--- src/rtl/config_rw_register_file.sv ---
// -----------------------------------------------------------------------------
// config_rw_register_file
//
// Purpose:
//   A small configuration and status register file with independent read and
//   write channels. Each channel carries at most one outstanding transaction
//   and uses valid/ready handshakes.
//
//   Address map (register index, not byte address):
//     0 .. NUM_RW-1                 read/write registers
//     NUM_RW .. NUM_RW+NUM_RO-1     read-only status inputs (ro_values)
//     anything else                 unmapped: reads return 0 with an error,
//                                   writes are dropped with an error
//
// Ports:
//   clk, rst_n       clock; synchronous active-low reset
//   read_*           read request channel (valid/ready, index)
//   resp_*           read response channel (valid/ready, data, error)
//   write_*          write request channel (valid/ready, index, data, byte strobes)
//   wresp_*          write response channel (valid/ready, error)
//   ro_values        packed status inputs; entry j at [j*DATA_BITS +: DATA_BITS]
//   rw_values        packed register contents; register i at [i*DATA_BITS +: DATA_BITS]
//   write_pulse      one-cycle strobe per register, raised when it is written
// -----------------------------------------------------------------------------
module config_rw_register_file #(
  parameter int NUM_RW    = 4,
  parameter int NUM_RO    = 4,
  parameter int DATA_BITS = 32,
  parameter int ADDR_BITS = 8,
  parameter logic [NUM_RW*DATA_BITS-1:0] RW_RESET = '0,
  // With no status registers the input keeps a minimum width of one entry.
  localparam int RO_SLOTS = (NUM_RO > 0) ? NUM_RO : 1
) (
  input  logic                          clk,
  input  logic                          rst_n,

  input  logic                          read_valid,
  output logic                          read_ready,
  input  logic [ADDR_BITS-1:0]          read_addr,

  output logic                          resp_valid,
  input  logic                          resp_ready,
  output logic [DATA_BITS-1:0]          resp_data,
  output logic                          resp_error,

  input  logic                          write_valid,
  output logic                          write_ready,
  input  logic [ADDR_BITS-1:0]          write_addr,
  input  logic [DATA_BITS-1:0]          write_data,
  input  logic [DATA_BITS/8-1:0]        write_strb,

  output logic                          wresp_valid,
  input  logic                          wresp_ready,
  output logic                          wresp_error,

  input  logic [RO_SLOTS*DATA_BITS-1:0] ro_values,
  output logic [NUM_RW*DATA_BITS-1:0]   rw_values,
  output logic [NUM_RW-1:0]             write_pulse
);

  localparam int STRB_BITS = DATA_BITS / 8;

  // Elaboration-time parameter legality checks.
  if (NUM_RW < 1) begin : g_bad_num_rw
    $error("config_rw_register_file: NUM_RW must be at least 1");
  end
  if (NUM_RO < 0) begin : g_bad_num_ro
    $error("config_rw_register_file: NUM_RO must not be negative");
  end
  if ((DATA_BITS < 8) || (DATA_BITS % 8 != 0)) begin : g_bad_data_bits
    $error("config_rw_register_file: DATA_BITS must be a non-zero multiple of 8");
  end
  if ((64'(NUM_RW) + 64'(NUM_RO)) > (64'd1 << ADDR_BITS)) begin : g_bad_addr_bits
    $error("config_rw_register_file: NUM_RW+NUM_RO exceeds 2^ADDR_BITS");
  end

  typedef enum logic {
    IDLE = 1'b0,
    RESP = 1'b1
  } chan_state_t;

  logic [DATA_BITS-1:0] rw_regs [NUM_RW];

  chan_state_t          rd_state, rd_state_next;
  chan_state_t          wr_state, wr_state_next;

  logic                 rd_fire;
  logic                 wr_fire;
  logic [DATA_BITS-1:0] rd_data;
  logic                 rd_err;
  logic [NUM_RW-1:0]    wr_hit;

  // Packed view of the register array.
  for (genvar gi = 0; gi < NUM_RW; gi++) begin : g_rw_out
    assign rw_values[gi*DATA_BITS +: DATA_BITS] = rw_regs[gi];
  end

  assign rd_fire = read_valid && read_ready;
  assign wr_fire = write_valid && write_ready;

  // ---------------------------------------------------------------------------
  // Read address decode and data select. The mux reads the flops as they are
  // this cycle, so a write accepted in the same cycle is not yet visible.
  // Index casts cannot alias because the map fits in the address space.
  // ---------------------------------------------------------------------------
  always_comb begin
    rd_data = '0;
    rd_err  = 1'b1;
    for (int i = 0; i < NUM_RW; i++) begin
      if (read_addr == ADDR_BITS'(i)) begin
        rd_data = rw_regs[i];
        rd_err  = 1'b0;
      end
    end
    for (int j = 0; j < NUM_RO; j++) begin
      if (read_addr == ADDR_BITS'(NUM_RW + j)) begin
        rd_data = ro_values[j*DATA_BITS +: DATA_BITS];
        rd_err  = 1'b0;
      end
    end
  end

  // Write decode: one-hot over RW registers; all-zero means RO or unmapped.
  always_comb begin
    wr_hit = '0;
    for (int i = 0; i < NUM_RW; i++) begin
      if (write_addr == ADDR_BITS'(i)) begin
        wr_hit[i] = 1'b1;
      end
    end
  end

  // ---------------------------------------------------------------------------
  // Read channel FSM
  // ---------------------------------------------------------------------------
  always_ff @(posedge clk) begin
    if (!rst_n) begin
      rd_state <= IDLE;
    end else begin
      rd_state <= rd_state_next;
    end
  end

  always_comb begin
    rd_state_next = rd_state;
    read_ready    = 1'b0;
    resp_valid    = 1'b0;
    case (rd_state)
      IDLE: begin
        read_ready = 1'b1;
        if (read_valid) begin
          rd_state_next = RESP;
        end
      end
      RESP: begin
        resp_valid = 1'b1;
        // Return to IDLE only after the response is taken; no new request is
        // accepted in the same cycle.
        if (resp_ready) begin
          rd_state_next = IDLE;
        end
      end
      default: rd_state_next = IDLE;
    endcase
  end

  // Response payload is captured at accept and held until the next accept.
  always_ff @(posedge clk) begin
    if (!rst_n) begin
      resp_data  <= '0;
      resp_error <= 1'b0;
    end else if (rd_fire) begin
      resp_data  <= rd_data;
      resp_error <= rd_err;
    end
  end

  // ---------------------------------------------------------------------------
  // Write channel FSM
  // ---------------------------------------------------------------------------
  always_ff @(posedge clk) begin
    if (!rst_n) begin
      wr_state <= IDLE;
    end else begin
      wr_state <= wr_state_next;
    end
  end

  always_comb begin
    wr_state_next = wr_state;
    write_ready   = 1'b0;
    wresp_valid   = 1'b0;
    case (wr_state)
      IDLE: begin
        write_ready = 1'b1;
        if (write_valid) begin
          wr_state_next = RESP;
        end
      end
      RESP: begin
        wresp_valid = 1'b1;
        if (wresp_ready) begin
          wr_state_next = IDLE;
        end
      end
      default: wr_state_next = IDLE;
    endcase
  end

  // Write response error and per-register strobes. The pulse fires even with
  // an all-zero strobe, so software can use a zero-strobe write as a trigger.
  always_ff @(posedge clk) begin
    if (!rst_n) begin
      wresp_error <= 1'b0;
      write_pulse <= '0;
    end else begin
      write_pulse <= wr_fire ? wr_hit : '0;
      if (wr_fire) begin
        wresp_error <= ~|wr_hit;
      end
    end
  end

  // ---------------------------------------------------------------------------
  // Register storage with byte-lane enables
  // ---------------------------------------------------------------------------
  always_ff @(posedge clk) begin
    if (!rst_n) begin
      for (int i = 0; i < NUM_RW; i++) begin
        rw_regs[i] <= RW_RESET[i*DATA_BITS +: DATA_BITS];
      end
    end else if (wr_fire) begin
      for (int i = 0; i < NUM_RW; i++) begin
        if (wr_hit[i]) begin
          for (int b = 0; b < STRB_BITS; b++) begin
            if (write_strb[b]) begin
              rw_regs[i][b*8 +: 8] <= write_data[b*8 +: 8];
            end
          end
        end
      end
    end
  end

endmodule
--- config.mk ---
export PLATFORM = sky130hd
export DESIGN_NAME = config_rw_register_file
export DESIGN_NICKNAME = d
export VERILOG_FILES = /design/src/rtl/config_rw_register_file.sv
export SDC_FILE = /design/constraint.sdc
export NUM_CORES = 1
export LEC_CHECK = 0
export ABC_CLOCK_PERIOD_IN_PS = 2100
export CAP_MARGIN = 30
export CORE_MARGIN = 3
export CORE_UTILIZATION = 40
export DETAILED_ROUTE_END_ITERATION = 8
export PLACE_DENSITY = 0.81
export SLEW_MARGIN = 20
export SYNTH_ARGS = -nofsm -noshare
export SYNTH_HDL_FRONTEND = slang
export SYNTH_SLANG_ARGS = --single-unit
--- constraint.sdc ---
create_clock -name clk -period 2.1 [get_ports clk]
set_input_delay 0.315 -clock clk [delete_from_list [all_inputs] [get_ports clk]]
set_output_delay 0.315 -clock clk [all_outputs]
set_load 0.02 [all_outputs]
---- After elaboration in Yosys (flattened, before gate mapping) ----
Memory sizes are Yosys's and may differ from the RTL's.
Index checks and enable logic that the tools add are counted.
word-level totals
  bits in registers ....................... 40
  bits in writable memories ............... 128
  input port bits ......................... 186
  output and inout bits ................... 170
  word-level logic and storage cells ...... 157
  memories ................................ 1
operators by class
  equality and inequality tests ........... 10
  multiplexer cells ....................... 115
  bitwise operators ....................... 18
  reductions and logical operators ........ 7
memory list
  memory   depth  bits a word  rd ports  clocked after memory_dff  wr ports  line  text
  rw_regs  4      32           4         0                         4         82    logic [DATA_BITS-1:0] rw_regs [NUM_RW];
operators with widths
  kind                number
  $mux 32             8
  $mux 8              16
  $mux 1              89
  $eq 8x2->1 const B  4
  $eq 8x3->1 const B  4
  $eq 8x1->1 const B  2
  $logic_not 8->1     2
  $or 1x1->1          16
  $pmux 1 s2          2
  $reduce_or 4->1     1
  $logic_and 1x1->1   2
  $not 1->1           2
  $reduce_and 2->1    1
  $logic_not 1->1     1

---- Depth between registers and ports, before layout ----
Gate-level depths: netlist (run 1).
  depth in word-level cells ............... 9
  gate-level depth with buffers ........... 8
  gate-level depth less buffers ........... 5

---- Worst setup path after synthesis (run 1) ----
OpenSTA, ideal clock, no wires.
  kind .................................... input -> register
  from .................................... input port write_addr[7]
  to ...................................... memory rw_regs[3][0], enable pin
  setup time .............................. 384 ps
  arrival ................................. 1841 ps
  required time ........................... 1716 ps
  path slack .............................. -125 ps
  stages .................................. 4
  buffers on the path ..................... 0
  path through ............................ or4_4 -> nor3_4 -> nand3_1 -> o21ai_0
RTL lines
  element          line  text
  start, declared  48    input logic [ADDR_BITS-1:0] write_addr,
  end, declared    82

==> results of run 1 <==
through the flow:
step | hold slack (ns) | TNS (ns)
final | 0.4524 | 0
after global routing | 0.4544 | -0.8525
after CTS | 0.4387 | 0
after detailed placement | 0.4664 | -77.18
after global placement | 0.4540 | -70.92
after floorplan | 0.4151 | -3.996
registers in the layout (all words and copies together), names as in the netlist:
name and flops:
write_pulse 4, wr_state 1, rd_state 1, rw_regs 128, wresp_error 1, resp_error 1, resp_data 32
routing by layer:
| layer | track usage | part of all wire | routed length, microns |
|---|---|---|---|
| met5 | 0 | 0 | 0 |
| met4 | 0.07107 | 0.017 | 603 |
| met3 | 0.06212 | 0.093 | 3267 |
| met2 | 0.4819 | 0.49 | 17330 |
| met1 | 0.3660 | 0.40 | 13980 |
layout by cell type, fill, tap and decap left out, types with 7 or more instances in the layout:
cell type / count
o21ai_1: 11
o22ai_1: 12
nor2_1: 15
o221ai_1: 19
a21oi_1: 60
dfxtp_1: 40
nand2_1: 57
edfxtp_1: 128
and2_1: 116
nor3b_1: 16
o211ai_1: 18
mux2_2: 31
nand3_1: 9
nor3_1: 14
mux2i_1: 30
and3_4: 7
nand2b_1: 14
a31oi_1: 7
o21ai_0: 56
clkbuf_16: 17
a22oi_1: 7
buf_12: 10
and2_2: 16
buf_4: 67
clkdlybuf4s50_1: 351
a32oi_1: 15
cell usage after synthesis, types with 14 or more instances:
cell and instances:
dfxtp_1 40, clkbuf_1 39, nand2b_1 14, o21ai_0 68
edfxtp_1 128, a21oi_1 60, and2_1 116, nor3_1 14
nor2_1 15, mux2i_1 30, nor3b_1 16, buf_2 16
o211ai_1 18, mux2_2 31, a32oi_1 15, nand2_1 58
and2_2 16, o221ai_1 19
layout make-up:
type / count / area share
clock buffer: 18 / 0.03116
inverter: 3 / 0.0008177
clock inverter: 14 / 0.01218
antenna: 1 / 0.0001817
multi-input combinational: 585 / 0.2865
tap: 275 / 0.02499
timing repair buffer: 430 / 0.3069
sequential: 168 / 0.3373
path summary, 6_finish.rpt:
check                                    start        endpoint  slack, ns
worst max-delay path             write_addr[7]  rw_regs[0][28]       0.01
worst min-delay path               wresp_ready        wr_state       0.45
worst max register to register  rw_regs[3][19]   resp_data[19]       0.33
worst min register to register    resp_data[5]    resp_data[5]       0.48
worst max-delay path: cells and delay by family:
family | cells | cell delay, ns
AO/OA/AOI/OAI | 1 | 0.19
buffers and inverters | 3 | 0.77
AND/OR/NAND/NOR | 3 | 0.93
cell families (layout without fill, tap and decap cells):
group                  count (synthesis)  after routing  share of synthesized area
AOI/OAI and AO/OA                    229            229                     0.1622
buffers and inverters                 64            465                    0.03210
DFF                                  168            168                     0.5250
muxes                                 66             66                    0.08613
other                                  0              1                          0
and+or+nand+nor                      290            290                     0.1946
power by group:
| group | switching [mW] | internal [mW] |
|---|---|---|
| logic | 0.790 | 0.831 |
| registers | 0.100 | 3.70 |
| clock network | 1.39 | 1.79 |
==> flow_summary_export.csv, run 1 <==
group,metric,value,unit
power,p_total,8.600,mW
setup_path,critical_path_class,"in2reg",
logic_synthesis,syn_nets,1003,
clock_tree,cts-root-buf,"clkbuf_16",
clock_tree,cts_tree,"yes",
clock_tree,cts_made_buffers,17,
logic_synthesis,syn_inst,817,
clock_tree,cts.htree.levels,4,
drt,routed_via_density,5.699,
global_route,grt_max_degree,53,
placement,dp_hpwl,27160,microns
setup_path,worstPathRequired,2.23,ns
die,placementRows,53,
logic_synthesis,synth_ff_type,"edfxtp_1",
cells_and_area,instances_no_fill,1494,
timing,fin_crit,2.086,ns
timing,final-hold-violation-count,0,
global_route,antenna_found_initial,1,
clock_tree,insertion_delay,0.43,ns
placement,place_ws,-0.3886,ns
cells_and_area,layout-drive-gt1-share,0.1527,
logic_synthesis,synth_seq_cells,168,
logic_synthesis,syn_area_per_cell,10.83,sq um
setup_path,r2r.worst_path.cells,5,
setup_path,startpoint_type,"primary input",
timing,finClkSkew,0.01214,ns
die,coreArea,21350,sq um
setup_path,cp_max_fo,8,
cells_and_area,design_area,13770,sq um
timing,post-route-period-util,0.9935,
logic_synthesis,yosys_warnings,0,
power,vdd_drop_max,0.0005138,V
logic_synthesis,yosys.area.top_type,"edfxtp_1",
die,start_util,0.4143,
cells_and_area,post-route-util,0.6449,
logic_synthesis,yosysSeqAreaShare,0.5250,
cells_and_area,nNetsFinal,1391,
timing,setup_viol,0,
drt,dr.pass1.iters,6,
min_path,min_path_cells,2,
setup_path,critPathCaptureType,"register",
drt,wl_per_cell,23.55,microns
die,fp.dieW,154.7,microns
die,dieArea,23940,sq um
job,maxCapViolations,0,
clock_tree,ctsLongestPathBuffers,2,
global_route,overflow,0,
global_route,grt_pass1_vias,8413,
die,dieHeight,154.7,microns
logic_synthesis,async_flop_share,0,
timing,tightest_slew,0.5253,ns
cells_and_area,num-fill-cells,1695,
logic_synthesis,synthTopCellsByArea,"edfxtp_1 43%, dfxtp_1 9.1%, and2_1 8.2%",
logic_synthesis,yosys.cell_types.count,48,
clock_tree,cts.clk_slew.worst_paths,0.07,ns
logic_synthesis,synth_top_area_share,0.4345,
cells_and_area,multiInputGateArea,3945,sq um
cells_and_area,seq_area,4644,sq um
placement,dp_cells,1461,
timing,rsz0062_at_grt,"yes",
drt,drtAntennaViolNets,0,
clock_tree,cts_setup_buffers,0,
global_route,grt_pass1_wl,51250,microns
setup_path,cp_common_cell,"buf_4",
drt,drt_iter0_markers,820,
clock_tree,cts_resized,0,
drt,drc,0,
outcome,status,"finished clean",
timing,fmax,0.4793,GHz
clock_tree,holdBufCountCts,0,
setup_path,slowest_stage,"or4_4",
power,p_per_area,624.5,nW/um^2
die,io-pin-count,356,
timing,fin_ws,0.01373,ns
drt,num_vias,8515,
power,total_leakage_power,5.032,nW
logic_synthesis,netlist_area,8847,sq um
cells_and_area,syn_to_final_growth,55.65,%
global_route,grtUsageTotal,0.2823,
setup_path,worstPathCellList,"clkdlybuf4s50_1 > or4_4 > nor3_4 > buf_4 > nand2_1 > o21ai_1 > buf_4",
min_path,hold_class,"in2reg",
setup_path,worstPathArrival,2.21,ns
setup_path,slowest_delay,0.54,ns
logic_synthesis,synth-edff-count,128,
placement,port_buffers,355,
timing,slew_headroom,0.6491,
placement,routabilityCongestion,0.9398,
timing,report.final.slew_viol_count,0,
placement,place_area,13160,sq um
drt,drt-total-wl,35180,microns
clock_tree,clock_sinks,168,
Note: power is estimated with default switching activity, not from simulation.
==> run 2: changes to the inputs <==
Settings changed: CORE_ASPECT_RATIO set to 1.25, SLEW_MARGIN 20 to not set.
==> run 2 against run 1 <==
  * Flip-flop and latch count unchanged
  * Count of clock-buffer cells in the layout unchanged
  * Clock power is essentially flat
  * Clock skew grew 0.0011 ns
  * Combinational power barely moved
  * Via count rose by 1.0%
  * First-iteration DRC count is 5.2% lower
  * Register-to-register slack barely moved
  * Worst setup slack better by 0.11 ns
  * Design area about the same
  * Sequential power about the same
  * Worst hold slack better by 0.020 ns
  * Critical path type unchanged
  * Highest routed layer unchanged
==> flow_summary_export.csv, run 2 (same netlist as run 1, synthesis figures left out) <==
group,metric,value,unit
timing,setup_viol,0,
global_route,overflow,0,
clock_tree,cts.htree.levels,4,
drt,dr.pass1.iters,5,
die,coreArea,21620,sq um
clock_tree,cts_setup_buffers,0,
setup_path,worstPathArrival,2.28,ns
timing,fin_crit,1.980,ns
drt,drtAntennaViolNets,0,
cells_and_area,syn_to_final_growth,55.75,%
clock_tree,ctsLongestPathBuffers,2,
cells_and_area,instances_no_fill,1506,
min_path,holdPathEnd,"resp_data[5]",
outcome,status,"finished clean",
die,io-pin-count,356,
cells_and_area,post-route-util,0.6373,
clock_tree,insertion_delay,0.43,ns
cells_and_area,design_area,13780,sq um
placement,place_area,13170,sq um
cells_and_area,antenna_cells,0,
setup_path,timing.rr.start,"wr_state",
placement,dp_cells,1474,
job,maxCapViolations,0,
drt,drt-total-wl,35770,microns
global_route,antenna_found_initial,0,
clock_tree,cts_made_buffers,17,
setup_path,slowest_delay,0.54,ns
setup_path,crit_family,"simple AND/OR/NAND/NOR gates",
clock_tree,cts_resized,0,
power,p_per_area,625.3,nW/um^2
global_route,grt_pass1_vias,8378,
timing,rsz0062_at_grt,"no",
setup_path,critical_path_class,"in2reg",
placement,port_buffers,355,
cells_and_area,top_regs,"rw_regs: 128 flops, resp_data: 32 flops, write_pulse: 4 flops",
cells_and_area,top_register,"rw_regs",
min_path,min-delay-start,"resp_data[5]",
cells_and_area,nNetsFinal,1400,
global_route,grt_pass1_wl,51410,microns
setup_path,crit_buf_inv,2,
placement,routabilityCongestion,0.9417,
drt,num_vias,8604,
global_route,grtUsageTotal,0.2845,
setup_path,crit-reg2reg-capture,"rw_regs[3][12]",
timing,finClkSkew,0.01324,ns
setup_path,cp_max_fo,10,
cells_and_area,final_common_cell,"clkdlybuf4s50_1",
setup_path,worstPathCellList,"clkdlybuf4s50_1 > or4_4 > nor3_4 > and3_1 > buf_4 > and4_1 > and2_1",
die,fp.dieW,139.0,microns
drt,drc,0,
clock_tree,cts.clk_slew.worst_paths,0.07,ns
power,total_leakage_power,5.061,nW
timing,post-route-period-util,0.9428,
setup_path,startpoint_type,"primary input",
die,dieArea,23950,sq um
setup_path,slowest_stage,"or4_4",
setup_path,critPathCaptureType,"register",
die,dieHeight,172.3,microns
power,vdd_drop_max,0.0005700,V
cells_and_area,largest_reg_flops,128,
drt,wl_per_cell,23.75,microns
global_route,grt_max_degree,63,
clock_tree,clock_sinks,168,
timing,tightest_slew,0.7898,ns
placement,dp_hpwl,27990,microns
min_path,hold_class,"reg2reg",
min_path,min_path_cells,2,
drt,routed_via_density,5.713,
timing,report.final.slew_viol_count,0,
die,placementRows,60,
setup_path,worstPathRequired,2.40,ns
die,start_util,0.4092,
clock_tree,cts-root-buf,"clkbuf_16",
timing,final-hold-violation-count,0,
timing,tns,0,ns
timing,fmax,0.5051,GHz
clock_tree,cts_tree,"yes",
clock_tree,holdBufCountCts,0,
timing,slew_headroom,0.4735,
placement,place_ws,-0.3251,ns
setup_path,rrSetupSlack,0.33,ns
drt,drt_iter0_markers,777,
timing,fin_ws,0.1200,ns
setup_path,r2r.worst_path.cells,6,
cells_and_area,final_cell_mix,"352 x clkdlybuf4s50_1, 128 x edfxtp_1, 116 x and2_1",
cells_and_area,layout-drive-gt1-share,0.1548,
run 2: report_power, final:
group,switching (mW),internal (mW)
Sequential,0.107,3.70
Combinational,0.797,0.828
Clock,1.53,1.66
run 2: metrics by stage:
step                      hold WS (ns)  total power [mW]
final                           0.4722             8.616
after global placement          0.4554             5.464
after floorplan                 0.4151             4.480
after CTS                       0.4719             8.630
after global routing            0.4678             8.854
after detailed placement        0.4615             5.479
run 2: worst max-delay path by stage:
| stage | to | from | depth (start not counted) |
|---|---|---|---|
| after floorplan | rw_regs[3][0] | write_addr[7] | 4 |
| after global placement | resp_data[13] | read_addr[1] | 6 |
| after detailed placement | rw_regs[3][27] | write_addr[7] | 7 |
| after CTS | rw_regs[3][27] | write_addr[7] | 7 |
| after global routing | rw_regs[3][27] | write_addr[7] | 7 |
| final | rw_regs[3][27] | write_addr[7] | 7 |
run 2: routing by layer:
metal,wire length [microns],global-route usage,vias to the layer above
li1,-,-,3871
met1,13150,0.3420,4145
met2,18340,0.5014,513
met3,3108,0.06916,75
met4,1174,0.1021,0
met5,0,0,-
run 2: worst register-to-register path, cell delays in order, from the launching register on:
cell     delay, ns
dfxtp_1       0.46
nor2b_1       0.10
buf_4         0.16
and3_1        0.19
buf_4         0.16
and4_2        0.29
and2_1        0.18
run 2: area by class of cell:
cell class / count / area (sq um)
multi-input combinational: 585 / 3926
inverter: 3 / 11.26
tap: 279 / 349.1
timing repair buffer: 439 / 4237
sequential: 168 / 4644
clock inverter: 14 / 172.7
clock buffer: 18 / 439.2
fill: 1750 / 7841
